--- src/rtl/cd_drive_link.sv ---
// cd_drive_link
//   Drive-side responder of the CD mechanism serial link. Each frame shifts
//   FRAME_BYTES status bytes out on CDATA and captures the same number of
//   command bytes from HDATA, full-duplex and LSB first. The drive paces the
//   link: COMSYNC_N marks the frame start, and COMREQ_N requests each byte.
//   The host supplies COMCLK.
//
//   Handshake: START is a one-CLK request and is taken only in IDLE. BUSY
//   stays high from START until the frame completes or aborts. CMD_VALID
//   pulses for one CLK when CMD takes a new complete frame. ABORT pulses for
//   one CLK when the host stops clocking a requested byte.
//
// Ports
//   CLK, RST           system clock, asynchronous active-high reset
//   CE                 clock enable for the lead/gap/timeout counters
//   START, STAT        frame request; STAT is latched on START
//   BUSY               frame in progress
//   CMD, CMD_VALID     last complete command frame, update strobe
//   ABORT              timeout strobe
//   COMCLK, HDATA      host serial clock and data (asynchronous to CLK)
//   CDATA              drive serial data
//   COMREQ_N           byte request, active low
//   COMSYNC_N          frame sync, active low
module cd_drive_link #(
    parameter int FRAME_BYTES = 13,
    parameter int SYNC_LEAD   = 4,
    parameter int BYTE_GAP    = 16,
    parameter int TIMEOUT     = 4096
) (
    input  logic                     CLK,
    input  logic                     RST,
    input  logic                     CE,
    input  logic                     START,
    input  logic [8*FRAME_BYTES-1:0] STAT,
    output logic                     BUSY,
    output logic [8*FRAME_BYTES-1:0] CMD,
    output logic                     CMD_VALID,
    output logic                     ABORT,
    input  logic                     COMCLK,
    input  logic                     HDATA,
    output logic                     CDATA,
    output logic                     COMREQ_N,
    output logic                     COMSYNC_N
);

    localparam int BYTE_W = $clog2(FRAME_BYTES) + 1;
    localparam int LEAD_W = $clog2(SYNC_LEAD) + 1;
    localparam int GAP_W  = $clog2(BYTE_GAP) + 1;
    localparam int PH_W   = (LEAD_W > GAP_W) ? LEAD_W : GAP_W;
    localparam int TO_W   = $clog2(TIMEOUT) + 1;

    typedef enum logic [2:0] {IDLE, SYNC, REQ, GAP, DONE} state_t;

    state_t state, state_nxt;

    logic                     comclk_s1, comclk_s2, comclk_q;
    logic                     hdata_s1, hdata_s2;
    logic                     rise;

    logic [8*FRAME_BYTES-1:0] stat_sh;
    logic [8*FRAME_BYTES-1:0] cmd_sh;
    logic [7:0]               rx_byte;
    logic [3:0]               bit_cnt;
    logic [BYTE_W-1:0]        byte_cnt;
    logic [PH_W-1:0]          phase_cnt;   // shared by SYNC lead and GAP
    logic [TO_W-1:0]          to_cnt;

    logic [7:0]               cur_byte;
    logic [7:0]               rx_next;
    logic [2:0]               nxt_bit;
    logic                     enter_req;
    logic                     byte_done;
    logic                     last_byte;
    logic                     to_hit;

    // Synchronizers run every CLK so no COMCLK edge is lost while CE is low.
    always_ff @(posedge CLK or posedge RST) begin
        if (RST) begin
            comclk_s1 <= 1'b0;
            comclk_s2 <= 1'b0;
            comclk_q  <= 1'b0;
            hdata_s1  <= 1'b0;
            hdata_s2  <= 1'b0;
        end else begin
            comclk_s1 <= COMCLK;
            comclk_s2 <= comclk_s1;
            comclk_q  <= comclk_s2;
            hdata_s1  <= HDATA;
            hdata_s2  <= hdata_s1;
        end
    end

    assign rise      = comclk_s2 & ~comclk_q;
    assign cur_byte  = stat_sh[{byte_cnt, 3'b000} +: 8];
    assign rx_next   = {hdata_s2, rx_byte[7:1]};
    assign nxt_bit   = bit_cnt[2:0] + 3'd1;
    assign byte_done = rise && (bit_cnt == 4'd7);
    assign last_byte = (byte_cnt == BYTE_W'(FRAME_BYTES - 1));
    // A rise in the same CLK as the terminal count wins: the host is alive.
    assign to_hit    = !rise && CE && (to_cnt == TO_W'(TIMEOUT - 1));
    assign enter_req = ((state == SYNC) && CE && (phase_cnt == PH_W'(SYNC_LEAD - 1))) ||
                       ((state == GAP)  && CE && (phase_cnt == PH_W'(BYTE_GAP - 1)));

    always_ff @(posedge CLK or posedge RST) begin
        if (RST) state <= IDLE;
        else     state <= state_nxt;
    end

    always_comb begin
        state_nxt = state;
        unique case (state)
            IDLE: if (START) state_nxt = SYNC;
            SYNC: if (enter_req) state_nxt = REQ;
            REQ: begin
                if (byte_done)   state_nxt = last_byte ? DONE : GAP;
                else if (to_hit) state_nxt = IDLE;
            end
            GAP:  if (enter_req) state_nxt = REQ;
            DONE: state_nxt = IDLE;   // START in this cycle is deliberately dropped
            default: state_nxt = IDLE;
        endcase
    end

    always_ff @(posedge CLK or posedge RST) begin
        if (RST) begin
            CDATA     <= 1'b1;
            COMREQ_N  <= 1'b1;
            COMSYNC_N <= 1'b1;
            BUSY      <= 1'b0;
            CMD       <= '0;
            CMD_VALID <= 1'b0;
            ABORT     <= 1'b0;
            stat_sh   <= '0;
            cmd_sh    <= '0;
            rx_byte   <= '0;
            bit_cnt   <= '0;
            byte_cnt  <= '0;
            phase_cnt <= '0;
            to_cnt    <= '0;
        end else begin
            CMD_VALID <= 1'b0;
            ABORT     <= 1'b0;
            unique case (state)
                IDLE: begin
                    if (START) begin
                        stat_sh   <= STAT;
                        BUSY      <= 1'b1;
                        byte_cnt  <= '0;
                        phase_cnt <= '0;
                        COMSYNC_N <= 1'b0;
                    end
                end
                SYNC, GAP: begin
                    if (CE) phase_cnt <= phase_cnt + PH_W'(1);
                    if (enter_req) begin
                        COMREQ_N <= 1'b0;
                        CDATA    <= cur_byte[0];
                        bit_cnt  <= '0;
                        to_cnt   <= '0;
                    end
                end
                REQ: begin
                    if (rise) begin
                        rx_byte <= rx_next;
                        bit_cnt <= bit_cnt + 4'd1;
                        to_cnt  <= '0;
                        if (byte_done) begin
                            cmd_sh[{byte_cnt, 3'b000} +: 8] <= rx_next;
                            COMREQ_N  <= 1'b1;
                            COMSYNC_N <= 1'b1;   // sync spans only the first byte
                            CDATA     <= 1'b1;
                            byte_cnt  <= byte_cnt + BYTE_W'(1);
                            phase_cnt <= '0;
                        end else begin
                            // Next bit goes out right after the host's rise,
                            // a full half-period ahead of its next sample.
                            CDATA <= cur_byte[nxt_bit];
                        end
                    end else if (to_hit) begin
                        ABORT     <= 1'b1;
                        COMREQ_N  <= 1'b1;
                        COMSYNC_N <= 1'b1;
                        CDATA     <= 1'b1;
                        BUSY      <= 1'b0;
                    end else if (CE) begin
                        to_cnt <= to_cnt + TO_W'(1);
                    end
                end
                DONE: begin
                    CMD       <= cmd_sh;
                    CMD_VALID <= 1'b1;
                    BUSY      <= 1'b0;
                end
                default: ;
            endcase
        end
    end

endmodule

--- config.mk ---
export PLATFORM = sky130hd
export DESIGN_NAME = cd_drive_link
export DESIGN_NICKNAME = d
export VERILOG_FILES = /design/src/rtl/cd_drive_link.sv
export SDC_FILE = /design/constraint.sdc
export NUM_CORES = 1
export LEC_CHECK = 0
export ABC_AREA = 1
export ABC_CLOCK_PERIOD_IN_PS = 16350
export BUFFER_PORTS_ARGS = -buffer_cell sky130_fd_sc_hd__buf_2
export CAP_MARGIN = 10
export CORE_ASPECT_RATIO = 1.25
export CORE_MARGIN = 5
export CORE_UTILIZATION = 45
export CTS_CLUSTER_DIAMETER = 100
export DETAILED_ROUTE_END_ITERATION = 12
export PLACE_DENSITY = 0.65
export SETUP_SLACK_MARGIN = 0.3
export SYNTH_ARGS = -nofsm -noshare
export SYNTH_HDL_FRONTEND = slang
export SYNTH_SLANG_ARGS = --single-unit
--- constraint.sdc ---
create_clock -name CLK -period 16.35 [get_ports CLK]
set_input_delay 4.905 -clock CLK [delete_from_list [all_inputs] [get_ports CLK]]
set_output_delay 4.905 -clock CLK [all_outputs]
set_load 0.02 [all_outputs]
### After elaboration in Yosys (flattened, before gate mapping)

Cells that the tools add are included.
Widths: inputs -> output; s select.

* shift operators: 3
* reduce and logical (&&, ||, !) cells: 27
* bitwise logic cells: 2
* magnitude comparators: 1
* multiply operators: 0
* add/subtract/negate cells: 6
* equality and inequality tests: 21
* muxes and demuxes: 44
* divide/modulo/power cells: 0

Operator list (number)
* $bwmux 104: 1
* $shift 8x10->104 const A: 1
* $shiftx 104x9->8: 1
* $shiftx 8x10->104: 1
* $mux 13: 4
* $mux 5: 6
* $pmux 13 s2: 1
* $reduce_and 4->1: 5
* $mux 1: 16
* $mux 3: 5
* $ne 3x3->1 const B: 5
* $pmux 5 s3: 1
* $add 13x1->13 const B: 1
* $eq 13x12->1 const B: 1
* $reduce_and 3->1: 4
* $add 5x1->5 const B: 2
* $eq 5x4->1 const B: 2
* $ne 2x2->1 const B: 5
* $neg 8->10: 1
* $pmux 5 s2: 1
* $pmux 3 s3: 1
* $mux 4: 2
* $pmux 4 s2: 1
* $logic_and 1x1->1: 7
* 22 further kinds: 29

* bits in latches: 0
* memory bits (writable): 0
* input port bits: 110
* bits in read-only memories: 0
* memories: 0
* output and inout bits: 110
* register bits after elaboration: 361
* word-level logic and storage cells: 124

### Logic depth before layout (Yosys ltp)

Gate-level depths: netlist (run 1).

* depth after elaboration: 8
* depth in mapped cells: 14
* depth with buffers taken out: 14

### Least setup slack after synthesis (run 1)

Ideal clock, no wire load.

* path kind: input to register
* start point: input CE
* end point: register to_cnt[3]
* stages: 10
* library setup time: 0.071 ns
* setup slack: 10.267 ns
* path buffers: 1
* required time: 16.279 ns
* arrival: 6.012 ns
* path through: inv_1 nor2_1 o21ai_0 or2_2 nand2_1 nand2_1 clkbuf_1 o21ai_0 nand2_1 nor2_1

* word-level cells in the longest chain between the ends: 5
* elaborated cells on any way between the ends: 11
* those cells by class: eq/ne (3); reduce/logical (8)

Ends and longest elaborated chain
* from (decl): line 32 `input logic CE,`
* $logic_and 1x1->1 (on tied branches) (2 in series): line 101, 102
* $logic_or 1x1->1: line 101 `assign enter_req = ((state == SYNC) && CE && (phase_cnt == PH_W'(SYNC_LEAD - 1))) ||`
* $ne 2x1->1 (no source line)
* $reduce_and 4->1 (no source line) *
* to (signal assigned): line 186 `to_cnt <= to_cnt + TO_W'(1);`
* to (decl): line 66 `logic [TO_W-1:0] to_cnt;`

Mark *: on every way between the ends. The rest lies on a longest branch, timed or not.
A chain may end at the register's enable or synchronous reset.

### Worst setup path after layout (run 1)

* start point: input START
* end point: register byte_cnt[4]

* word-level cells in the longest chain between the ends: 2

Ends and longest elaborated chain
* from (decl): line 33 `input logic START,`
* $ne 2x2->1 (no source line)
* $reduce_and 4->1 (no source line)
* to (signal assigned): line 172 `byte_cnt <= byte_cnt + BYTE_W'(1);`
* to (decl): line 64 `logic [BYTE_W-1:0] byte_cnt;`

No other way between the ends.

==> results.toml, run 1 <==
[outcome]
status = "finished clean"

[cts]
clock_latency_ns = 0.53
clk_pin_slew_ns = 0.06
clk_path_buf_depth = 3
cts_sinks = 360
holdBufCountCts = 0
cts_made_buffers = 37
cts_resized = 0
tritoncts = "done"
cts_root_buffer = "clkbuf_16"
cts-htree-levels = 2
postCtsSetupBuffers = 0

[layout]
finalNonFillerCells = 2450
finalNetCount = 2119
fin_util = 0.5326
synthToLayoutAreaGrowth_pct = 16.75
insertedDiodeCount = 0
drive_gt1_frac = 0.1584

[global_routing]
antenna_found_initial = 0
grt.overflow.total = 0
grt_pass1_wl_um = 65010
grt_use_total = 0.2100
grt_pass1_vias = 12430
grt_max_degree = 127

[hold_path]
holdPathEnd = "comclk_s2"
hold_path_class = "reg -> reg"
worstHoldStart = "comclk_s1"
min_path_cells = 0

[routing]
drtPass1Iterations = 5
num_vias = 12430
drt-total-wl_um = 39790
avgRoutedWirePerCell_um = 16.24
remaining_drc_errors = 0
ant_nets = 0
drt_iter0_drc = 1007
vias_per_cell = 5.075

[placed_design]
place_worst_setup_slack_ns = 8.843
portBuffers = 219
place_congestion = 0.8551
dp_cells = 2384
hpwl_um = 27670

[critical_path]
cp_max_fo = 94
cp_data_required_time_ns = 16.78
critical_path_arrival_ns = 7.49
critPathCaptureType = "register"
r2r-start = "state[0]"
start_kind = "primary input"
ff2ff_path_depth = 13
reg2reg_to = "byte_cnt[4]"
path_class = "in -> reg"
r2r_slack_ns = 12.82

[power]
vdd_drop_max_v = 0.00009993
leakagePower_uw = 0.009335
cellPowerDensity_nw_per_um2 = 133.2

[sta]
tightest_slew_ns = 0.9670
setup_viol = 0
max_slew_margin = 0.3529
fin_setup_tns_ns = 0
fin_crit_ns = 7.061
whs_ns = 0.3498
fin_ws_ns = 9.289
fmax_ghz = 0.1416
slew_violations = 0
final_hold_viol_count = 0
clock-skew-final_ns = 0.01833
finalCritPeriodShare = 0.4318
rsz0062_at_grt = "no"

[synthesis]
yosys_warnings = 0
synthSimpleGateAreaFrac = 0.2520
synth_compound_area_frac = 0.09202
synth_cells = 1813
synth.ff_latch_count = 360
synth_top_family_by_area = "simple AND/OR/NAND/NOR gates"
synth.area.mux_share = 0.001306
synth_fa_ha_area_frac = 0.007348
synth_xor_area_frac = 0.002858
avgSynthCellArea_um2 = 8.453
yosysTopAreaCellShare = 0.5830
yosysTopAreaCell = "dfrtp_1"
syn_area_um2 = 15320
yosysSeqAreaShare = 0.5881
synth_cell_types = 37
ys_top_cells_by_area = "dfrtp_1, nand2_1, o21ai_0, nand3_1, inv_1"
mappedNetlistNets = 1932

[floorplan]
die_h_um = 216.3
row_count = 75
die_area_um2 = 37870
coreArea_um2 = 33590
start_util = 0.4562
die_x_um = 175.1
ios = 220

[flow_run]
drv_cap = 0
[placed cells by master, fill, tap and decap left out, drive strengths merged, types with 9 or more instances in the layout]
cell type    n
dfrtp      357
nor3        28
buf        232
nand2      749
o211ai       9
nand3      113
a21oi       38
inv        142
ha           9
o21ai      212
clkbuf      53
nor2        42
[cells by family (layout without fill, tap and decap cells)]
logic type / after synthesis / in the layout
DFF: 360 / 360
adders and majority gates: 9 / 9
muxes: 2 / 2
xor gates and xnor gates: 5 / 5
buffers and inverters: 224 / 438
and+or+nand+nor: 942 / 942
AOI/OAI and AO/OA: 271 / 271
[routing by layer]
metal | global-route usage | up-vias | share of wire
li1 | - | 6144 | -
met1 | 0.2762 | 5848 | 0.43
met2 | 0.3568 | 374 | 0.49
met3 | 0.03590 | 68 | 0.053
met4 | 0.06707 | 0 | 0.028
met5 | 0 | - | 0
[final cells by class]
| cell class | count | area, um^2 |
|---|---|---|
| flip-flops and latches | 360 | 9014 |
| multi-input cells | 1229 | 5455 |
| repair buffers | 232 | 1194 |
| fillers | 3188 | 15700 |
| inverters | 140 | 535.5 |
| clock inverters | 13 | 128.9 |
| well taps | 423 | 529.3 |
| clock buffers | 53 | 1036 |
[stage by stage]
stage	total power [uW]	area (um^2)
global route	2524	17890
CTS	2402	17890
detailed placement	1578	16730
floorplan	1441	15320
global placement	1564	16730
finish	2384	17890
[cells in the mapped netlist]
| cell | instances |
|---|---|
| nor4_1 | 2 |
| buf_4 | 1 |
| or2_2 | 1 |
| nand4_1 | 6 |
| nand2_1 | 748 |
| o31ai_1 | 8 |
| nor3_1 | 23 |
| nand2_2 | 1 |
| nor2_2 | 2 |
| o21ai_0 | 164 |
| ha_1 | 9 |
| nor2_4 | 4 |
| o211ai_1 | 9 |
| buf_6 | 1 |
| mux2i_1 | 2 |
| inv_2 | 6 |
| nor2_8 | 1 |
| buf_2 | 10 |
| dfstp_2 | 3 |
| inv_1 | 132 |
| o21ai_1 | 47 |
| xor2_1 | 4 |
| nand4_2 | 1 |
| o21ai_2 | 1 |
| nor2_1 | 35 |
| nand3_2 | 4 |
| nand3_1 | 109 |
| o22ai_1 | 3 |
| buf_1 | 9 |
| dfrtp_1 | 357 |
| a2bb2oi_1 | 1 |
| clkbuf_1 | 63 |
| nor3_4 | 3 |
| xnor2_1 | 1 |
| clkinv_1 | 2 |
| a21oi_1 | 38 |
| nor3_2 | 2 |
[critical path: stages]
cell and delay [ns]:
buf_2 0.10, nand2_1 0.05, buf_4 0.27, inv_4 0.60
buf_4 0.67, nor2_1 0.18, inv_1 0.15, nand3_1 0.12
nor2_1 0.12, nor2_1 0.05, nor3_1 0.15
[worst max path at each step]
| stage | from | endpoint | slack, ns | cells after the start |
|---|---|---|---|---|
| after floorplan | RST | ABORT | 1.46 | 1 |
| after global placement | START | byte_cnt[4] | 8.88 | 10 |
| after detailed placement | START | byte_cnt[4] | 8.84 | 10 |
| after CTS | START | byte_cnt[4] | 9.37 | 11 |
| after global routing | START | byte_cnt[4] | 9.02 | 11 |
| final | START | byte_cnt[4] | 9.29 | 11 |
[power breakdown]
part	internal (uW)	leakage, uW	switching (uW)
registers	1040	0.00483	77.0
logic	144	0.00393	307
clock network	475	0.000574	342
total	1660	0.00934	726
[state kept, by name, summed over array words and instances, names as in the netlist, 3 cells and up]
| signal | cells |
|---|---|
| cmd_sh | 104 |
| state | 3 |
| byte_cnt | 5 |
| phase_cnt | 5 |
| bit_cnt | 4 |
| CMD | 104 |
| stat_sh | 104 |
| rx_byte | 7 |
| to_cnt | 13 |
No activity file was read; power rests on OpenSTA's default activity.
==> run 2, diff against run 1 <==
--- a/config.mk
+++ b/config.mk
@@ -5,8 +5,8 @@
 export SDC_FILE = /design/constraint.sdc
 export NUM_CORES = 1
 export LEC_CHECK = 0
-export ABC_AREA = 1
-export ABC_CLOCK_PERIOD_IN_PS = 16350
+export ABC_AREA = 0
+export ABC_CLOCK_PERIOD_IN_PS = 5650
 export BUFFER_PORTS_ARGS = -buffer_cell sky130_fd_sc_hd__buf_2
 export CAP_MARGIN = 10
 export CORE_ASPECT_RATIO = 1.25
@@ -14,7 +14,7 @@
 export CORE_UTILIZATION = 45
 export CTS_CLUSTER_DIAMETER = 100
 export DETAILED_ROUTE_END_ITERATION = 12
-export PLACE_DENSITY = 0.65
+export PLACE_DENSITY = 0.68
 export SETUP_SLACK_MARGIN = 0.3
 export SYNTH_ARGS = -nofsm -noshare
 export SYNTH_HDL_FRONTEND = slang
==> constraint.sdc (replaced) <==
create_clock -name CLK -period 5.65 [get_ports CLK]
set_input_delay 1.695 -clock CLK [delete_from_list [all_inputs] [get_ports CLK]]
set_output_delay 1.695 -clock CLK [all_outputs]
set_load 0.02 [all_outputs]
==> run 2 against run 1 <==
Against the previous run:
- clock power increased to 3.2 times the previous value
- hold slack lost 0.0039 ns
- clock skew fell by 0.0063 ns
==> results.toml, run 2 <==
[routing]
num_vias = 10570
avgRoutedWirePerCell_um = 18.08
drtPass1Iterations = 5
vias_per_cell = 5.222
ant_nets = 0
drt_iter0_drc = 770
drt-total-wl_um = 36610
remaining_drc_errors = 0

[critical_path]
reg2reg_to = "cmd_sh[64]"
critPathCaptureType = "register"
max_stage_delay_ns = 0.96
r2r-start = "byte_cnt[0]"
cp_data_required_time_ns = 6.09
cp-startpoint = "byte_cnt[0]"
start_kind = "register"
path_class = "reg -> reg"
critical_path_arrival_ns = 4.42
path_cells = "inv_2, ha_1, nor3_2, and3_1, nor2b_1, nand3_1, o21ai_0"
r2r_slack_ns = 1.67
slowest_stage = "dfrtp_2"
cp_max_fo = 39
ff2ff_path_depth = 7
endpoint = "cmd_sh[64]"

[sta]
setup_viol = 0
slew_violations = 0
clock-skew-final_ns = 0.01205
final_hold_viol_count = 0
max_slew_margin = 0.2525
rsz0062_at_grt = "no"
fin_crit_ns = 3.982
fmax_ghz = 0.2511
tightest_slew_ns = 1.121
whs_ns = 0.3459
finalCritPeriodShare = 0.7048

[synthesis]
ys.flop_type = "dfrtp_1"
yosysTopAreaCell = "dfrtp_1"
synthArstFlopShare = 1.000
syn_area_um2 = 15320
synth.most_common_cell = "nand2_1"
mappedNetlistNets = 1504
yosysSeqAreaShare = 0.5882
yosys_warnings = 0
synth_edf_count = 0
synth.ff_latch_count = 360
yosysTopAreaCellShare = 0.5831
synth_cells = 1385
ys_top_cells_by_area = "dfrtp_1, mux2_2, nand2_1, o21ai_0, mux4_2"
avgSynthCellArea_um2 = 11.06
synth_cell_types = 66
synth_common_cells = "nand2_1, dfrtp_1, mux2_2"

[hold_path]
hold_path_class = "reg -> reg"

[cts]
cts-htree-levels = 2
clock_latency_ns = 0.53
cts_sinks = 360
postCtsSetupBuffers = 0
holdBufCountCts = 0
cts_resized = 0
clk_path_buf_depth = 3
cts_root_buffer = "clkbuf_16"
tritoncts = "done"
clk_pin_slew_ns = 0.06
cts_made_buffers = 37

[outcome]
status = "finished clean"

[global_routing]
antenna_found_initial = 0
grt.overflow.total = 0
grt_max_degree = 108
grt_pass1_vias = 10760
grt_use_total = 0.1927
grt_pass1_wl_um = 59060

[layout]
finalNonFillerCells = 2025
num-fill-cells = 3026
finalNetCount = 1693
drive_gt1_frac = 0.3065
insertedDiodeCount = 0
synthToLayoutAreaGrowth_pct = 17.54
layout_common_cells = "nand2_1, dfrtp_1, buf_2, mux2_2, o21ai_0"
design_area_um2 = 18010
layout_commonest_cell = "nand2_1"
reg_top3 = "CMD x104, cmd_sh x104, stat_sh x104"

[power]
leakagePower_uw = 0.009247
power.total_uw = 7299
cellPowerDensity_nw_per_um2 = 405.3
vdd_drop_max_v = 0.0002280

[flow_run]
drv_cap = 0

[placed_design]
dp_cells = 1958
hpwl_um = 25170
portBuffers = 219
place_congestion = 0.8280
place_area_um2 = 16690

[floorplan]
row_count = 75
ios = 220
coreArea_um2 = 33590
die_area_um2 = 37860
start_util = 0.4561
die_h_um = 216.3
die_x_um = 175.0
-- run 2: worst min path at each step --
| stage | from | end | slack, ns | cells past startpoint |
|---|---|---|---|---|
| 2_1_floorplan | comclk_s1 | comclk_s2 | 0.33 | 0 |
| 3_3_place_gp | hdata_s1 | hdata_s2 | 0.34 | 0 |
| 3_5_place_dp | hdata_s1 | hdata_s2 | 0.34 | 0 |
| 4_1_cts | hdata_s1 | hdata_s2 | 0.34 | 0 |
| 5_1_grt | hdata_s1 | hdata_s2 | 0.34 | 0 |
| 6_report | hdata_s1 | hdata_s2 | 0.35 | 0 |
-- run 2: cells by family after synthesis --
logic type,Yosys count,synth area share
and+or+nand+nor,577,0.1592
muxes,196,0.1563
adders and majority gates,9,0.007350
AOI/OAI and AO/OA,120,0.04835
buffers and inverters,107,0.03144
xor gates and xnor gates,16,0.009146
DFF,360,0.5882
-- run 2: cell type report --
class / count / area [um^2] / share of cell area
Clock inverter: 15 / 251.5 / 0.01397
Timing Repair Buffer: 229 / 1196 / 0.06642
Multi-Input combinational cell: 918 / 5844 / 0.3245
Sequential cell: 360 / 9015 / 0.5006
Inverter: 28 / 108.9 / 0.006045
Clock buffer: 52 / 1064 / 0.05906
Tap cell: 423 / 529.3 / 0.02939
-- run 2: through the flow --
stage	TNS (ns)	worst slack, ns	utilization
global route	0	1.227	0.5361
CTS	0	1.674	0.5361
finish	0	1.668	0.5361
detailed placement	0	1.674	0.4969
floorplan	-310.17	-0.8688	-
global placement	0	1.816	0.4969
-- run 2: critical path: cells and delay by family (launching register included) --
kind	cells	cell delay (ns)
buffers and inverters	1	0.19
flip-flops	1	0.96
AND/OR/NAND/NOR	4	1.97
AO/OA/AOI/OAI	1	0.12
adder cells (fa/ha/maj)	1	0.61
-- run 2: where the power goes --
part	leakage, uW	internal, uW	switching (uW)	total [uW]
registers	0.00484	2990	347	3340
clock network	0.000650	1600	1010	2610
logic	0.00376	544	808	1350
total	0.00925	5130	2170	7300
-- run 2: metal layers --
metal	vias to the layer above	global-route usage	share of wire
met2	292	0.3204	0.48
li1	5024	-	-
met3	66	0.02980	0.048
met5	-	0	0
met4	0	0.06681	0.030
met1	5192	0.2600	0.44
==> run 3, diff against run 2 <==
--- a/config.mk
+++ b/config.mk
@@ -5,8 +5,8 @@
 export SDC_FILE = /design/constraint.sdc
 export NUM_CORES = 1
 export LEC_CHECK = 0
-export ABC_AREA = 0
-export ABC_CLOCK_PERIOD_IN_PS = 5650
+export ABC_AREA = 1
+export ABC_CLOCK_PERIOD_IN_PS = 4050
 export BUFFER_PORTS_ARGS = -buffer_cell sky130_fd_sc_hd__buf_2
 export CAP_MARGIN = 10
 export CORE_ASPECT_RATIO = 1.25
@@ -14,7 +14,7 @@
 export CORE_UTILIZATION = 45
 export CTS_CLUSTER_DIAMETER = 100
 export DETAILED_ROUTE_END_ITERATION = 12
-export PLACE_DENSITY = 0.68
+export PLACE_DENSITY = 0.65
 export SETUP_SLACK_MARGIN = 0.3
 export SYNTH_ARGS = -nofsm -noshare
 export SYNTH_HDL_FRONTEND = slang
==> constraint.sdc (replaced) <==
create_clock -name CLK -period 4.05 [get_ports CLK]
set_input_delay 1.215 -clock CLK [delete_from_list [all_inputs] [get_ports CLK]]
set_output_delay 1.215 -clock CLK [all_outputs]
set_load 0.02 [all_outputs]
==> run 3 against run 2 <==
Against the previous run:
- routed wire length grew 10%
- non-clock buffer count grew 16
- global-route usage grew 2.1 points
- highest routed layer unchanged
- critical path type unchanged
- critical path depth grew 1
- count of clock-buffer cells in the layout grew 6
==> results.toml, run 3 (same netlist as run 1, synthesis figures left out) <==
[outcome]
status = "finished clean"

[sta]
tightest_slew_ns = 0.9903
slew_violations = 0
max_slew_margin = 0.3384
fin_setup_tns_ns = 0
rsz0062_at_grt = "no"
fin_crit_ns = 2.859
fmax_ghz = 0.3498
finalCritPeriodShare = 0.7059
setup_viol = 0
fin_ws_ns = 1.191
final_hold_viol_count = 0
clock-skew-final_ns = 0.01605

[critical_path]
start_kind = "register"
cp_data_required_time_ns = 4.48
cp_max_fo = 34
path_cells = "buf_4, nor2_2, inv_1, o21ai_1, o21ai_2, nor2_2, nand4_1, o21ai_0"
endpoint = "cmd_sh[22]"
ff2ff_path_depth = 8
cp-startpoint = "byte_cnt[1]"
path_class = "reg -> reg"
path_common_cell = "nor2_2"
slowest_stage = "nor2_2"
critical_path_arrival_ns = 3.28
reg2reg_to = "cmd_sh[22]"
r2r-start = "byte_cnt[1]"
r2r_slack_ns = 1.19
max_stage_delay_ns = 0.52
critPathCaptureType = "register"

[placed_design]
place_congestion = 0.8969
hpwl_um = 28570
portBuffers = 219
place_worst_setup_slack_ns = 1.038

[cts]
postCtsSetupBuffers = 0
clk_path_buf_depth = 3
cts-htree-levels = 2
holdBufCountCts = 0
cts_made_buffers = 38
cts_resized = 0
cts_sinks = 360
cts_root_buffer = "clkbuf_16"
clock_latency_ns = 0.53
tritoncts = "done"
clk_pin_slew_ns = 0.06

[floorplan]
die_area_um2 = 37870
coreArea_um2 = 33590
ios = 220
die_x_um = 175.1
die_h_um = 216.3
row_count = 75
start_util = 0.4562

[layout]
synthToLayoutAreaGrowth_pct = 18.67
drive_gt1_frac = 0.1646
layout_commonest_cell = "nand2_1"
num-fill-cells = 3125
layout_common_cells = "nand2_1, dfrtp_1, buf_2, o21ai_0, inv_1"
insertedDiodeCount = 0
finalNetCount = 2133
reg_top3 = "CMD x104, cmd_sh x104, stat_sh x104"
fin_util = 0.5413

[routing]
num_vias = 12530
avgRoutedWirePerCell_um = 16.34
drtPass1Iterations = 5
ant_nets = 0
drt_iter0_drc = 1035
drt-total-wl_um = 40250
vias_per_cell = 5.084
remaining_drc_errors = 0

[global_routing]
grt_max_degree = 174
grt_pass1_vias = 12740
antenna_found_initial = 0
grt.overflow.total = 0
grt_pass1_wl_um = 66310
grt_use_total = 0.2139

[power]
cellPowerDensity_nw_per_um2 = 542.6
vdd_drop_max_v = 0.0003071
leakagePower_uw = 0.009479

[hold_path]
hold_path_class = "reg -> reg"

[flow_run]
drv_cap = 0
run 3: changes by cell type in the layout (fill, tap and decap cells not counted), sizes merged, moves of 12 or more:
cell   previous run  this run
nand2           427       749
mux2            164         0
o21ai            61       212
inv              27       139
nand3            25       113
a21oi            14        38
and3             20         0
mux4             17         0
buf             229       245
mux2i            15         2
nor3             16        28
run 3: how the worst min path moves through the flow:
stage | start | end | cells past startpoint | slack, ns
after floorplan | comclk_s1 | comclk_s2 | 0 | 0.33
after global placement | hdata_s1 | hdata_s2 | 0 | 0.33
after detailed placement | hdata_s1 | hdata_s2 | 0 | 0.33
after CTS | hdata_s1 | hdata_s2 | 0 | 0.35
after global routing | comclk_s1 | comclk_s2 | 0 | 0.35
final | hdata_s1 | hdata_s2 | 0 | 0.35
run 3: critical path, delay by kind of cell, from the launching register on:
family | cells | cell delay (ns)
and+or+nand+nor | 3 | 1.27
AOI/OAI and AO/OA | 3 | 0.70
buffers and inverters | 2 | 0.42
DFF | 1 | 0.37
run 3: layer usage:
layer,vias up,global-route usage,part of all wire
li1,6166,-,-
met5,-,0,0
met1,5916,0.2809,0.43
met3,70,0.02963,0.045
met2,375,0.3710,0.50
met4,0,0.06523,0.028
run 3: area by class of cell:
cell class              count  area [um^2]  share of cell area
repair buffers            245         1391             0.07650
flip-flops and latches    360         9014              0.4956
well taps                 423        529.3             0.02910
inverters                 140        531.8             0.02924
multi-input cells        1229         5455              0.3000
clock buffers              58         1137             0.06254
clock inverters             9        127.6            0.007018
run 3: report_power, final:
group	switching (uW)	internal [uW]	total (uW)
logic	1250	602	1850
registers	307	4200	4500
clock network	1380	2130	3510
total	2940	6930	9870
run 3: stage by stage:
stage | std cells | total power (uW) | hold slack (ns) | area (um^2)
4_1_cts | 2464 | 9953 | 0.3480 | 18190
3_3_place_gp | 2397 | 6346 | 0.3333 | 16920
2_1_floorplan | 1813 | 5817 | 0.3312 | 15330
3_5_place_dp | 2397 | 6408 | 0.3347 | 16920
6_report | 2464 | 9867 | 0.3466 | 18190
5_1_grt | 2464 | 10450 | 0.3527 | 18190
